**config.mk**
```make
export PLATFORM = sky130hd
export DESIGN_NAME = flow_unit
export DESIGN_NICKNAME = d
export VERILOG_FILES = /design/src/rtl/flow_unit.sv
export SDC_FILE = /design/constraint.sdc
export NUM_CORES = 1
export LEC_CHECK = 0
export BUFFER_PORTS_ARGS = -buffer_cell sky130_fd_sc_hd__buf_2
export CAP_MARGIN = 10
export CELL_PAD_IN_SITES_DETAIL_PLACEMENT = 1
export CELL_PAD_IN_SITES_GLOBAL_PLACEMENT = 1
export CORE_MARGIN = 2
export CORE_UTILIZATION = 41
export CTS_BUF_LIST = sky130_fd_sc_hd__clkbuf_16
export CTS_CLUSTER_SIZE = 28
export DETAILED_ROUTE_END_ITERATION = 8
export PLACE_DENSITY_LB_ADDON = 0.1
export SYNTH_ARGS = -nofsm -noshare
export SYNTH_HDL_FRONTEND = slang
export SYNTH_SLANG_ARGS = --single-unit
export TNS_END_PERCENT = 1
```
**constraint.sdc**
```tcl
create_clock -name clk -period 2.7 [get_ports clk]
set_input_delay 0.54 -clock clk [delete_from_list [all_inputs] [get_ports clk]]
set_output_delay 0.54 -clock clk [all_outputs]
set_load 0.02 [all_outputs]
```
**src/rtl/flow_unit.sv**
```systemverilog
// Program-flow stage: owns pc, status register and saved return pc.
// It executes NOP/TRAP/JMP/JZ/JS/JZS/LDSR/XORSR and stalls issue on trap entry and return.
module flow_unit #(
  parameter int                WIDTH      = 20,
  parameter logic [WIDTH-1:0]  RESET_PC   = 20'h00000,
  parameter logic [WIDTH-1:0]  TRAP_VEC   = 20'hFFF00,
  parameter int                TRAP_STALL = 2
) (
  input  logic             clk,
  input  logic             rst,
  input  logic             op_valid,
  input  logic [2:0]       opcode,
  input  logic [WIDTH-1:0] target,
  input  logic             flag_valid,
  input  logic             flag_zero,
  input  logic             flag_sign,
  input  logic             flag_carry,
  output logic             op_ready,
  output logic [WIDTH-1:0] pc,
  output logic [WIDTH-1:0] sr,
  output logic [WIDTH-1:0] epc,
  output logic             branch_taken
);

  localparam logic [2:0] OP_NOP   = 3'd0;
  localparam logic [2:0] OP_TRAP  = 3'd1;
  localparam logic [2:0] OP_JMP   = 3'd2;
  localparam logic [2:0] OP_JZ    = 3'd3;
  localparam logic [2:0] OP_JS    = 3'd4;
  localparam logic [2:0] OP_JZS   = 3'd5;
  localparam logic [2:0] OP_LDSR  = 3'd6;
  localparam logic [2:0] OP_XORSR = 3'd7;

  localparam int              CNT_W    = (TRAP_STALL > 1) ? $clog2(TRAP_STALL) : 1;
  localparam logic [CNT_W-1:0] CNT_LOAD = CNT_W'(TRAP_STALL - 1);

  typedef enum logic [0:0] {
    ST_RUN   = 1'b0,
    ST_STALL = 1'b1
  } state_e;

  state_e            state_q, state_d;
  logic [CNT_W-1:0]  cnt_q, cnt_d;
  logic [WIDTH-1:0]  pc_q, pc_d;
  logic [WIDTH-1:0]  sr_q, sr_d;
  logic [WIDTH-1:0]  epc_q, epc_d;
  logic              branch_q, branch_d;

  logic              accept;
  logic              jump_cond;
  logic [WIDTH-1:0]  pc_seq;

  // op_ready depends only on state and rst, never on op_valid.
  assign op_ready = (state_q == ST_RUN) && !rst;
  assign accept   = op_valid && op_ready;
  assign pc_seq   = pc_q + WIDTH'(1);

  // Jump conditions read the registered flags only.
  always_comb begin
    jump_cond = 1'b0;
    case (opcode)
      OP_JMP:  jump_cond = 1'b1;
      OP_JZ:   jump_cond = sr_q[0];
      OP_JS:   jump_cond = sr_q[1];
      OP_JZS:  jump_cond = sr_q[0] | sr_q[1];
      default: jump_cond = 1'b0;
    endcase
  end

  always_comb begin
    pc_d     = pc_q;
    sr_d     = sr_q;
    epc_d    = epc_q;
    branch_d = 1'b0;
    state_d  = state_q;
    cnt_d    = cnt_q;

    if (flag_valid) begin
      sr_d[2:0] = {flag_carry, flag_sign, flag_zero};
    end else begin
      sr_d[2:0] = sr_q[2:0];
    end

    // Status writes override the flag capture; TRAP only touches sr[3].
    if (accept) begin
      case (opcode)
        OP_NOP: begin
          pc_d = pc_seq;
        end
        OP_TRAP: begin
          branch_d = 1'b1;
          sr_d[3]  = ~sr_q[3];
          if (sr_q[3]) begin
            pc_d = epc_q;
          end else begin
            pc_d  = TRAP_VEC;
            epc_d = pc_seq;
          end
        end
        OP_JMP, OP_JZ, OP_JS, OP_JZS: begin
          if (jump_cond) begin
            pc_d     = target;
            branch_d = 1'b1;
          end else begin
            pc_d = pc_seq;
          end
        end
        OP_LDSR: begin
          pc_d = pc_seq;
          sr_d = target;
        end
        OP_XORSR: begin
          pc_d = pc_seq;
          sr_d = sr_q ^ target;
        end
        default: begin
          pc_d = pc_seq;
        end
      endcase
    end else begin
      pc_d = pc_q;
    end

    case (state_q)
      ST_RUN: begin
        if (accept && (opcode == OP_TRAP)) begin
          state_d = ST_STALL;
          cnt_d   = CNT_LOAD;
        end else begin
          state_d = ST_RUN;
        end
      end
      ST_STALL: begin
        if (cnt_q == '0) begin
          state_d = ST_RUN;
        end else begin
          cnt_d = cnt_q - CNT_W'(1);
        end
      end
      default: begin
        state_d = ST_RUN;
        cnt_d   = '0;
      end
    endcase
  end

  always_ff @(posedge clk) begin
    if (rst) begin
      state_q  <= ST_RUN;
      cnt_q    <= '0;
      pc_q     <= RESET_PC;
      sr_q     <= '0;
      epc_q    <= '0;
      branch_q <= 1'b0;
    end else begin
      state_q  <= state_d;
      cnt_q    <= cnt_d;
      pc_q     <= pc_d;
      sr_q     <= sr_d;
      epc_q    <= epc_d;
      branch_q <= branch_d;
    end
  end

  assign pc           = pc_q;
  assign sr           = sr_q;
  assign epc          = epc_q;
  assign branch_taken = branch_q;

endmodule

```
Word-level counts from Yosys, hierarchy flattened
Cells that the tools add are included.
W data, S select, Z words.
{ "word_totals": {"regBits": 63, "in_bits": 30, "elab_cells": 53} }
{ "op_classes": {"add_sub_neg": 2, "n_eq_ne": 8, "n_mux": 17, "bitwise_logic": 5, "n_reduce_logical": 13} }
{ "ops": {"columns": ["operator", "count"], "rows": [
  ["$pmux W20 S3", 1],
  ["$mux W20", 2],
  ["$pmux W16 S2", 1],
  ["$add A20 B1 Y20 const B", 1],
  ["$xor A20 B20 Y20", 1],
  ["$eq A3 B3 Y1 const B", 4],
  ["$eq A3 B2 Y1 const B", 2],
  ["$mux W3", 2],
  ["$pmux W1 S2", 3],
  ["$pmux W3 S2", 1],
  ["$mux W1", 5],
  ["$pmux W1 S4", 1],
  ["$reduce_and A2 Y1", 2],
  ["$reduce_or A4 Y1", 1],
  ["$eq A3 B1 Y1 const B", 1],
  ["$logic_and A1 B1 Y1", 3],
  ["$logic_not A3 Y1", 1],
  ["$not A1 Y1", 3],
  ["$pmux W1 S3", 1],
  ["$reduce_and A3 Y1", 1],
  ["$reduce_bool A3 Y1", 1],
  ["$reduce_or A3 Y1", 1],
  ["$ne A2 B1 Y1 const B", 1],
  ["$reduce_bool A2 Y1", 1],
  ["4 further kinds", 4]
]} }

Depth between registers and ports, before layout
Gate-level depths: netlist of the first run.
{ "logic_depth": {"depth_word": 6, "ltp_mapped": 8} }

Worst setup path before layout of the first run
No wires, ideal clock.
{ "synth_timing": {"path_type": "flip-flop to flip-flop", "startpoint": "register pc_q[0], in the netlist pc[0]", "endpoint": "register epc_q[14], in the netlist epc[14]", "arrival_time_ns": 1.867, "required_time_ns": 2.580, "slack_ns": 0.713, "path_stages_with_launch": 6, "path_buffers": 0, "cell_sequence": "dfxtp_1 ha_1 nand3_1 or4_4 and2_4 o31a_1"} }
{ "synth_between": {"elab_chain_len": 1} }
{ "synth_lines": {"columns": ["element", "line", "text"], "rows": [
  ["start, declared", "44", "logic [WIDTH-1:0] pc_q, pc_d;"],
  ["start signal, assigned", "158", "pc_q <= pc_d;"],
  ["$add A20 B1 Y20", "56", "assign pc_seq = pc_q + WIDTH'(1);"],
  ["end signal, assigned", "160", "epc_q <= epc_d;"],
  ["end, declared", "46", "logic [WIDTH-1:0] epc_q, epc_d;"]
]} }
No other way between the ends.
A chain may end at the register's enable or synchronous reset.

Worst setup path in the final report of the first run
{ "layout_timing": {"startpoint": "register pc_q[5], in the netlist pc[5]", "endpoint": "register pc_q[17], in the netlist pc[17]"} }
{ "layout_between": {"elab_chain_len": 3} }
{ "layout_lines": {"columns": ["element", "line", "text"], "rows": [
  ["$add A20 B1 Y20 (*)", "56", null],
  ["$mux W20", "101", "if (jump_cond) begin"],
  ["$pmux W20 S3 (*)", "86", "case (opcode)"]
]} }
Mark *: on every way between the ends. The rest lies on a longest branch, timed or not.

==> results of run 1 <==
==> metrics by stage <==
stage | instance area [um2] | cells | power [W] | util (%)
final | 4310 | 621 | 0.00256 | 52.7
after global routing | 4310 | 621 | 0.00266 | 52.7
after CTS | 4310 | 621 | 0.00257 | 52.7
after detailed placement | 4040 | 608 | 0.00147 | 49.4
after global placement | 4040 | 608 | 0.00146 | 49.4
after floorplan | 3450 | 424 | 0.00131 | -
==> power groups by stage <==
| stage | clock network [W] | logic, W | registers, W |
|---|---|---|---|
| 4_1_cts | 0.00111 | 0.000419 | 0.00104 |
| 6_report | 0.00110 | 0.000419 | 0.00104 |
| 2_1_floorplan | 0 | 0.000207 | 0.00110 |
| 3_5_place_dp | 0 | 0.000412 | 0.00106 |
| 5_1_grt | 0.00115 | 0.000455 | 0.00105 |
| 3_3_place_gp | 0 | 0.000404 | 0.00106 |
==> metal layers <==
layer / vias up / part of all wire (%) / track usage [%]
met2: 118 / 49 / 46.6
met3: 15 / 5.6 / 5.40
met1: 1882 / 43 / 37.5
li1: 1747 / - / -
met4: 0 / 1.9 / 9.64
met5: - / 0 / 0
==> sequential cells by signal, indices dropped and copies added (netlist names) <==
signal        count
branch_taken      1
cnt_q             1
epc              20
pc               20
sr               20
state_q           1
==> area by class of cell <==
type	count	area [um2]
fillers	1035	3870
clock buffers	9	225
inverters	8	30.0
well taps	105	131
multi-input cells	323	2030
repair buffers	109	591
flip-flops and latches	63	1260
clock inverters	4	42.5
==> worst paths after layout <==
| check | from | cells past startpoint | endpoint |
|---|---|---|---|
| setup / recovery | pc[5]$_SDFFE_PP0P_ | 5 | pc[17]$_SDFFE_PP0P_ |
| hold / removal | cnt_q$_SDFFE_PP0P_ | 2 | cnt_q$_SDFFE_PP0P_ |
| setup reg to reg | pc[5]$_SDFFE_PP0P_ | 5 | pc[17]$_SDFFE_PP0P_ |
| hold reg to reg | cnt_q$_SDFFE_PP0P_ | 2 | cnt_q$_SDFFE_PP0P_ |
==> Yosys cell counts, types with 4 or more instances <==
cell / number / share of area, %
a211oi_1: 19 / 4.1
a21oi_1: 29 / 4.2
a221oi_1: 4 / 1.0
a22oi_1: 17 / 3.7
a31oi_1: 5 / 0.91
and3_1: 4 / 0.72
buf_2: 11 / 1.6
clkbuf_1: 17 / 1.8
dfxtp_1: 63 / 37
inv_1: 8 / 0.87
mux2i_1: 17 / 4.9
nand2_1: 24 / 2.6
nand3_1: 12 / 1.7
nor2_1: 61 / 6.6
nor3_1: 14 / 2.0
o211ai_1: 4 / 0.87
o21ai_0: 29 / 4.2
o31a_1: 4 / 1.0
xnor2_1: 8 / 2.0
xor2_1: 8 / 2.0
==> critical path, delay by kind of cell (launching register included) <==
kind | cells | cell delay, ps
AND/OR/NAND/NOR | 2 | 880
AO/OA/AOI/OAI | 3 | 650
flip-flops | 1 | 470
==> cells by family after synthesis <==
logic type,after synthesis,synth area share [%]
AOI/OAI and AO/OA,141,27.7
muxes,17,4.93
buffers and inverters,38,4.75
DFF,63,36.5
adders and majority gates,1,0.362
xor gates and xnor gates,16,4.06
and+or+nand+nor,148,21.7
==> key figures, run 1 <==
Place
  – Place WS: 420 ps
  – DP HPWL: between 8000 and 9000 um
  – GP Congestion: 0.896
  – Port bufs: 91

Global route
  – GRT overflow: 0
  – Antenna violations before repair: 0
  – Number of global-route vias before repair: 3738
  – Wire length of the first global-routing pass: 19800 um
  – GRT Total Usage: 28.4%
  – Largest net degree at the start of global routing: 34

Finish
  – Diodes inserted: 0
  – Commonest non-fill, non-tap cells in the layout: buf_2, dfxtp_1, nor2_1
  – Commonest non-fill, non-tap cell in the layout: buf_2
  – Synth-to-Final Area Change: 24.8%
  – Share of post-route cells with drive strength above 1: between 20% and 30%
  – Final #Nets: between 500 and 600

Drt
  – Routed wire length: ~12000 um
  – Residual DRC count: 0
  – Vias post-DR: 3762
  – Initial DRC Count: ~160
  – WL/cell: approximately 20 um
  – Vias per cell: 6.06
  – Antenna Nets Post-Route: 0
  – Pre-antenna DRT Iters: 4

Power
  – Comb pwr share: 16.4%
  – Lkg Pwr: 1.73 nW
  – Switching power total: 0.000739 W
  – PwrDens: 595 nW/um2
  – Sw Share: 28.9%
  – VDD IR max: 0.367 mV
  – Pint: 0.00182 W
  – Sequential Power Share: roughly 41%
  – Clk pwr share: approximately 43%

Yosys
  – Mapped Avg Cell Area: 8.14 um2
  – Seq cells post-synth: 63
  – Post-synth EDFFs: 0
  – Seq/Total Area, Yosys: 36.5%
  – Yosys cell types: 62
  – Syn nets: 455
  – Ys Warns: 0
  – Synthesized area: 3450 um2
  – Syn Inst Count: 424
  – Ys flop type: dfxtp_1
  – Post-synthesis async set-or-reset flop share: 0%

Run
  – Max_cap viols: 0

Clock tree
  – H-tree depth: 3
  – Clk sinks: 63
  – TritonCTS clock tree: done
  – Clock buffer count from CTS: 9
  – Post-CTS sizing: 0
  – Buffer type at the clock tree root: clkbuf_16
  – CTS max path bufs: 2
  – Post-CTS Setup Bufs: 0
  – Post-cts hold buffer count: 0
  – Clock Pin Slew Worst Setup and Hold Paths: 50 ps
  – Clk Latency, worst-skew pair: 330 ps

Timing
  – Relative slew slack: 55.6%
  – Fin Clk Skew: 5.29 ps
  – Slew of the pin with the lowest slew margin: 666 ps
  – Final setup fails: 0
  – Setup WS post-layout: 550 ps
  – Final Hold Slack: 480 ps
  – Setup TNS: 0 ps
  – RSZ-0062 raised after global routing: no
  – Final hold vios: 0
  – Final critical-path share of the clock period: approximately 80%
  – Slew Limit Fails: 0
  – Max Fclk: roughly 0.47 GHz
  – Final min period: 2150 ps

Floorplan
  – Die footprint: 9170 um2
  – Die Span Y: approximately 96 um
  – Rows: 33
  – Core area: 8180 um2
  – # IOs: 92
  – Starting Density: a little over two fifths
  – Die W: about 96 um

Worst setup path
  – CP required: 2890 ps
  – Worst Setup End Kind: register
  – Critical path type: register to register
  – Reg2reg setup slack: 550 ps
  – Worst Setup Start Kind: register
  – Crit-path slowest cell: nor4_2
  – Crit path cell chain: nand4_2 > nor4_2 > a31oi_1 > a2111oi_0 > o32ai_1
  – Crit-path max cell delay: between 500 and 600 ps
  – Crit Path Max Fanout: 11
  – Data arrival, critical path: 2340 ps

Run status
  – Status: complete, no violations

Worst hold path
  – Hold crit path type: register to register
No activity file was read; power rests on OpenSTA's default activity.
==> run 2: changes to the inputs <==
--- a/config.mk
+++ b/config.mk
@@ -5,12 +5,13 @@
 export SDC_FILE = /design/constraint.sdc
 export NUM_CORES = 1
 export LEC_CHECK = 0
+export ABC_AREA = 1
 export BUFFER_PORTS_ARGS = -buffer_cell sky130_fd_sc_hd__buf_2
 export CAP_MARGIN = 10
 export CELL_PAD_IN_SITES_DETAIL_PLACEMENT = 1
 export CELL_PAD_IN_SITES_GLOBAL_PLACEMENT = 1
 export CORE_MARGIN = 2
-export CORE_UTILIZATION = 41
+export CORE_UTILIZATION = 33
 export CTS_BUF_LIST = sky130_fd_sc_hd__clkbuf_16
 export CTS_CLUSTER_SIZE = 28
 export DETAILED_ROUTE_END_ITERATION = 8
==> constraint.sdc (replaced) <==
create_clock -name clk -period 1.8 [get_ports clk]
set_input_delay 0.36 -clock clk [delete_from_list [all_inputs] [get_ports clk]]
set_output_delay 0.36 -clock clk [all_outputs]
set_load 0.02 [all_outputs]
==> run 2 against run 1 <==
Against the previous run:
- setup slack got worse by 410 ps
- largest power group unchanged
- hold slack got worse by 160 ps
- routed wire length increased by 17%
- flip-flop and latch count unchanged
- first-iteration DRC count increased by 14%
- critical path type unchanged
- cell area increased by 16%
- synthesized cell count increased by 44%
- global-route usage decreased by 4.5 points
==> key figures, run 2 <==
Worst setup path
  – Data arrival, critical path: 1880 ps (-460 ps)
  – Largest delay contributor family on the critical path: buffers and inverters
  – FF-to-FF Start: state_q$_SDFF_PP0_
  – Crit path cell chain: nor2_2 > nand2_1 > buf_4 > inv_1 > o211ai_1 > inv_1
  – Crit Path Max Fanout: 36 (+25)
  – Worst Setup Start Kind: register
  – Buf/Inv on CP: 3 (+3)
  – Reg2reg setup slack: 150 ps (-410 ps)
  – Critical path type: register to register
  – Crit-path slowest cell: buf_4
  – Worst Setup End Kind: register
  – Reg2reg end: pc[2]$_SDFFE_PP0P_
  – Crit-path max cell delay: 430 ps (-90 ps)
  – FF-to-FF path depth: 6 (+1)
  – Crit path top cell by count: inv_1
  – CP required: 2030 ps (-860 ps)

Clock tree
  – Clock Pin Slew Worst Setup and Hold Paths: 50 ps (about the same)
  – CTS max path bufs: 2 (unchanged)
  – TritonCTS clock tree: done
  – Post-CTS Setup Bufs: 0 (unchanged)
  – Clock buffer count from CTS: 9 (unchanged)
  – Post-cts hold buffer count: 0 (unchanged)
  – H-tree depth: 3 (unchanged)
  – Buffer type at the clock tree root: clkbuf_16
  – Clk Latency, worst-skew pair: 340 ps (about the same)
  – Clk sinks: 63 (unchanged)

Global route
  – Wire length of the first global-routing pass: 23600 um (+19%)
  – Largest net degree at the start of global routing: 37 (+8.8%)
  – GRT overflow: 0 (unchanged)
  – Antenna violations before repair: 0 (unchanged)
  – Number of global-route vias before repair: 4556 (+22%)
  – GRT Total Usage: 23.9% (-4.5 points)

Timing
  – RSZ-0062 raised after global routing: yes
  – Final critical-path share of the clock period: 91.9% (+12 points)
  – Final min period: 1650 ps (-495 ps)
  – Final setup fails: 0 (unchanged)
  – Final hold vios: 0 (unchanged)
  – Setup TNS: 0 ps (unchanged)
  – Max Fclk: 0.604 GHz (+30%)
  – Slew of the pin with the lowest slew margin: 524 ps (-141 ps)
  – Slew Limit Fails: 0 (unchanged)
  – Fin Clk Skew: 6.28 ps (+0.993 ps)
  – Setup WS post-layout: 145 ps (-405 ps)
  – Relative slew slack: 64.9% (+9.4 points)

Place
  – DP HPWL: 10800 um (+22%)
  – Dpl cells: 859 (+41%)
  – Port bufs: 91 (unchanged)
  – Area after DPL: 4690 um2 (+16%)
  – Place WS: -160 ps (-580 ps)
  – GP Congestion: 0.845 (-5.7%)

Yosys
  – Synth area leaders: dfxtp_1, nand2_1, a21oi_1
  – Seq/Total Area, Yosys: 32.9% (-3.7 points)
  – Mapped Avg Cell Area: 6.28 um2 (-23%)
  – Most common cell in the netlist: nand2_1
  – Ys flop type: dfxtp_1
  – Syn Inst Count: 611 (+44%)
  – Seq cells post-synth: 63 (unchanged)
  – Area leader, netlist: dfxtp_1
  – Post-synthesis async set-or-reset flop share: 0% (unchanged)
  – Synthesized area: 3840 um2 (+11%)
  – Ys Warns: 0 (unchanged)
  – Yosys cell types: 34 (-45%)
  – Synth top cells by count: nand2_1, a21oi_1, inv_1
  – Area share of the largest cell type after synthesis: 32.9% (-3.7 points)
  – Post-synth EDFFs: 0 (unchanged)
  – Syn nets: 642 (+41%)

Floorplan
  – Die Span Y: 112 um (+17%)
  – Die W: 112 um (+17%)
  – Rows: 39 (+18%)
  – Die footprint: 12500 um2 (+36%)
  – # IOs: 92 (unchanged)
  – Starting Density: 33.8% (-8.5 points)
  – Core area: 11400 um2 (+39%)

Finish
  – Filler cells: 1543 (+49%)
  – Commonest non-fill, non-tap cells in the layout: nand2_1, buf_2, a21oi_1
  – Commonest non-fill, non-tap cell in the layout: nand2_1
  – Diodes inserted: 0 (unchanged)
  – Final Instance Area: 5010 um2 (+16%)
  – Final #Nets: 758 (+39%)
  – Synth-to-Final Area Change: 30.5%
  – Share of post-route cells with drive strength above 1: 25.1% (-1.3 points)
  – Finished Layout Cells: 873 (+41%)

Run
  – Max_cap viols: 0 (unchanged)

Drt
  – Initial DRC Count: 180 (+14%)
  – Vias post-DR: 4468 (+19%)
  – Antenna Nets Post-Route: 0 (unchanged)
  – Residual DRC count: 0 (unchanged)
  – WL/cell: 16.7 um (-17%)
  – Vias per cell: 5.12 (-16%)
  – Pre-antenna DRT Iters: 4 (unchanged)
  – Routed wire length: 14600 um (+17%)

Worst hold path
  – Hold crit path type: primary input to register
  – Min-Delay Endpoint: sr[7]$_SDFFE_PP0P_
  – Worst hold start: target[7]
  – Hold path depth: 3 (+1)

Power
  – Lkg Pwr: 2.47 nW (+43%)
  – PwrDens: 752 nW/um2 (+26%)
  – Final Total Pwr: 0.00377 W (+47%)
  – VDD IR max: 0.563 mV (+53%)

Run status
  – Status: complete, no violations
==> run 2: area by class of cell <==
type	count	area [um2]	share of cell area (%)
Timing Repair Buffer	133	833	16.6
Tap cell	143	179	3.57
Inverter	71	267	5.32
Sequential cell	63	1260	25.2
Multi-Input combinational cell	449	2220	44.3
Clock buffer	9	225	4.50
Clock inverter	5	21.3	0.425
==> run 2: cells by family after synthesis <==
group	Yosys count	share of synthesized area (%)
flip-flops	63	32.9
buffers and inverters	99	11.2
adder cells (fa/ha/maj)	1	0.326
XOR/XNOR	6	1.37
AO/OA/AOI/OAI	141	20.3
AND/OR/NAND/NOR	301	33.9
==> run 2: worst min-delay path, delay by kind of cell <==
kind | cells | cell delay [ps]
buffers and inverters | 1 | 120
AND/OR/NAND/NOR | 1 | 80
AO/OA/AOI/OAI | 1 | 60
==> run 2: routing by layer <==
layer | vias up | track usage (%) | wire [um]
li1 | 2222 | - | -
met1 | 2110 | 32.0 | 6670
met2 | 124 | 38.8 | 6770
met3 | 12 | 6.15 | 994
met4 | 0 | 5.76 | 157
met5 | - | 0 | 0
==> run 2: where the power goes <==
| part | switching [W] | leakage [nW] | internal, W | total, W |
|---|---|---|---|---|
| Combinational | 0.000463 | 1.82 | 0.000261 | 0.000724 |
| Clock | 0.000641 | 0.135 | 0.000895 | 0.00154 |
| Sequential | 0.0000550 | 0.513 | 0.00145 | 0.00151 |
| Total | 0.00116 | 2.47 | 0.00261 | 0.00377 |
==> run 2: worst max-delay path by stage <==
stage                        from                  end  slack, ps  cells after the start
6_report       state_q$_SDFF_PP0_   pc[2]$_SDFFE_PP0P_        150                      6
5_1_grt        pc[0]$_SDFFE_PP0P_  pc[18]$_SDFFE_PP0P_        -10                     13
4_1_cts        pc[1]$_SDFFE_PP0P_   pc[9]$_SDFFE_PP0P_         20                     12
3_5_place_dp            opcode[1]   pc[4]$_SDFFE_PP0P_       -160                      9
3_3_place_gp            opcode[1]   pc[6]$_SDFFE_PP0P_       -170                      9
2_1_floorplan  pc[1]$_SDFFE_PP0P_  pc[16]$_SDFFE_PP0P_        100                     12
==> run 2: per-stage QoR <==
step           hold slack [ps]  utilization (%)
3_3_place_gp               439             41.2
2_1_floorplan              427                -
3_5_place_dp               459             41.2
4_1_cts                    310             43.4
6_report                   322             44.0
5_1_grt                    334             44.0
==> run 2: what timing repair did <==
action | CTS | global route
gates resized for setup | 1 | 21
endpoints found under the setup margin | 1 | 18
pin swaps | 0 | 2
==> run 3: changes to the inputs <==
--- a/config.mk
+++ b/config.mk
@@ -10,8 +10,7 @@
 export CAP_MARGIN = 10
 export CELL_PAD_IN_SITES_DETAIL_PLACEMENT = 1
 export CELL_PAD_IN_SITES_GLOBAL_PLACEMENT = 1
-export CORE_MARGIN = 2
-export CORE_UTILIZATION = 33
+export CORE_UTILIZATION = 40
 export CTS_BUF_LIST = sky130_fd_sc_hd__clkbuf_16
 export CTS_CLUSTER_SIZE = 28
 export DETAILED_ROUTE_END_ITERATION = 8
@@ -19,4 +18,3 @@
 export SYNTH_ARGS = -nofsm -noshare
 export SYNTH_HDL_FRONTEND = slang
 export SYNTH_SLANG_ARGS = --single-unit
-export TNS_END_PERCENT = 1
==> constraint.sdc (replaced) <==
create_clock -name clk -period 2.1 [get_ports clk]
set_input_delay 0.42 -clock clk [delete_from_list [all_inputs] [get_ports clk]]
set_output_delay 0.42 -clock clk [all_outputs]
set_load 0.02 [all_outputs]
==> run 3 against run 2 <==
Against the previous run:
- critical path depth up 6
- hold slack improved by 59 ps
- register-to-register slack better by 150 ps
- largest power group unchanged
- highest routed layer unchanged
==> key figures, run 3 (synthesized netlist as in run 2, its figures left out) <==
Global route
  – Number of global-route vias before repair: 4605 (+1.1%)
  – Wire length of the first global-routing pass: 22900 um (-2.9%)
  – GRT Total Usage: 29.4% (+5.5 points)
  – Grt met3 use: 3.62% (-2.5 points)
  – Met2 GRT Util: 51.0% (+12 points)
  – Met1 Usage GRT: 37.7% (+5.7 points)
  – Antenna violations before repair: 0 (unchanged)
  – Largest net degree at the start of global routing: 30 (-19%)
  – GR peak layer: met2
  – GRT overflow: 0 (unchanged)

Finish
  – Share of post-route cells with drive strength above 1: 20.8% (-4.3 points)
  – Diodes inserted: 0 (unchanged)
  – Final Instance Area: 4710 um2 (-5.8%)
  – Core Util, Final: 50.8% (+6.7 points)
  – Commonest non-fill, non-tap cells in the layout: nand2_1, buf_2, a21oi_1
  – Final #Nets: 734 (-3.2%)
  – Commonest non-fill, non-tap cell in the layout: nand2_1
  – Synth-to-Final Area Change: 22.9%

Place
  – Port bufs: 91 (unchanged)
  – DP HPWL: 10000 um (-7.1%)
  – GP Congestion: 0.860 (+1.8%)
  – Place WS: 150 ps (+310 ps)
  – Area after DPL: 4430 um2 (-5.6%)

Floorplan
  – Starting Density: 41.3% (+7.6 points)
  – Die Span Y: 99.9 um (-11%)
  – Die W: 99.9 um (-11%)
  – Core area: 9280 um2 (-18%)
  – # IOs: 92 (unchanged)
  – Die footprint: 9990 um2 (-20%)
  – Rows: 35 (-10%)

Clock tree
  – Post-CTS sizing: 0 (-1)
  – Buffer type at the clock tree root: clkbuf_16
  – H-tree depth: 3 (unchanged)
  – Clock buffer count from CTS: 9 (unchanged)
  – Post-CTS Setup Bufs: 0 (unchanged)
  – Clock Pin Slew Worst Setup and Hold Paths: 60 ps (about the same)
  – Clk Latency, worst-skew pair: 330 ps (about the same)
  – CTS max path bufs: 2 (unchanged)
  – Clk sinks: 63 (unchanged)
  – TritonCTS clock tree: done
  – Post-cts hold buffer count: 0 (unchanged)

Timing
  – Slew of the pin with the lowest slew margin: 496 ps (-28.7 ps)
  – Relative slew slack: 66.9% (+1.9 points)
  – RSZ-0062 raised after global routing: no
  – Max Fclk: 0.554 GHz (-8.3%)
  – Setup TNS: 0 ps (unchanged)
  – Slew Limit Fails: 0 (unchanged)
  – Final critical-path share of the clock period: 85.9% (-6.0 points)
  – Final hold vios: 0 (unchanged)
  – Fin Clk Skew: 6.38 ps (+0.0971 ps)
  – Final setup fails: 0 (unchanged)
  – Final min period: 1800 ps (+150 ps)
  – Setup WS post-layout: 295 ps (+150 ps)

Drt
  – WL/cell: 16.7 um (-0.25%)
  – Antenna Nets Post-Route: 0 (unchanged)
  – Residual DRC count: 0 (unchanged)
  – Routed wire length: 13900 um (-4.5%)
  – Vias per cell: 5.40 (+5.6%)
  – Initial DRC Count: 203 (+13%)
  – Vias post-DR: 4517 (+1.1%)
  – Pre-antenna DRT Iters: 5 (+1)

Worst setup path
  – Worst Setup End Kind: register
  – Crit path top cell by count: nand2_1
  – Crit Path Max Fanout: 4 (-89%)
  – FF-to-FF path depth: 12 (+6)
  – Worst Setup Start Kind: register
  – Crit-path slowest cell: dfxtp_1
  – Critical path type: register to register
  – Crit path cell chain: ha_1 > nand2_1 > nor2_1 > nand2_1 > nor2_1 > nand2_1 > nand2_1 > nand2_1 > nand3_1 > nand2_1 > nand2_1 > a21oi_1
  – Crit-path max cell delay: 370 ps (-60 ps)
  – Data arrival, critical path: 2010 ps (+130 ps)
  – CP required: 2300 ps (+270 ps)

Power
  – PwrDens: 710 nW/um2 (-5.6%)
  – Final Total Pwr: 0.00335 W (-11%)
  – Lkg Pwr: 2.31 nW (-6.6%)
  – VDD IR max: 0.363 mV (-36%)

Run status
  – Status: complete, no violations

Worst hold path
  – Hold path depth: 4 (+1)
  – Hold crit path type: primary input to register

Run
  – Max_cap viols: 0 (unchanged)
==> run 3: cell types whose count changed in the layout (fill, tap and decap cells not counted), sizes merged <==
cell | previous run | this run
clkinvlp | 0 | 3
bufinv | 0 | 1
buf | 133 | 109
inv | 74 | 71
==> run 3: final timing paths <==
| kind | startpoint | to | slack [ps] |
|---|---|---|---|
| worst max-delay path | pc[1]$_SDFFE_PP0P_ | pc[10]$_SDFFE_PP0P_ | 300 |
| worst min-delay path | rst | cnt_q$_SDFFE_PP0P_ | 380 |
| worst max register to register | pc[1]$_SDFFE_PP0P_ | pc[10]$_SDFFE_PP0P_ | 300 |
| worst min register to register | cnt_q$_SDFFE_PP0P_ | cnt_q$_SDFFE_PP0P_ | 460 |
==> run 3: through the flow <==
step | hold slack (ps) | std cells
5_1_grt | 407 | 836
3_3_place_gp | 440 | 821
6_report | 381 | 836
4_1_cts | 375 | 836
2_1_floorplan | 427 | 611
3_5_place_dp | 449 | 821
==> run 3: worst max-delay path: cells and delay by family, from the launching register on <==
kind / cells / cell delay (ps)
AOI/OAI and AO/OA: 1 / 60
adders and majority gates: 1 / 220
DFF: 1 / 370
and+or+nand+nor: 10 / 1010
==> run 3: final cells by class <==
class	instances	area, um2
Multi-Input combinational cell	449	2150
Sequential cell	63	1260
Tap cell	129	161
Timing Repair Buffer	109	591
Fill cell	1341	4570
Clock buffer	9	225
Inverter	71	267
Clock inverter	6	62.6
==> run 3: routing by layer <==
layer | vias up | wire length [um]
met5 | - | 0
met2 | 133 | 6660
li1 | 2184 | -
met4 | 0 | 281
met1 | 2176 | 6220
met3 | 24 | 775
==> run 3: report_power, final <==
| group | internal [W] | switching (W) | total [W] |
|---|---|---|---|
| Clock | 0.000908 | 0.000590 | 0.00150 |
| Sequential | 0.00124 | 0.0000550 | 0.00130 |
| Combinational | 0.000178 | 0.000372 | 0.000550 |
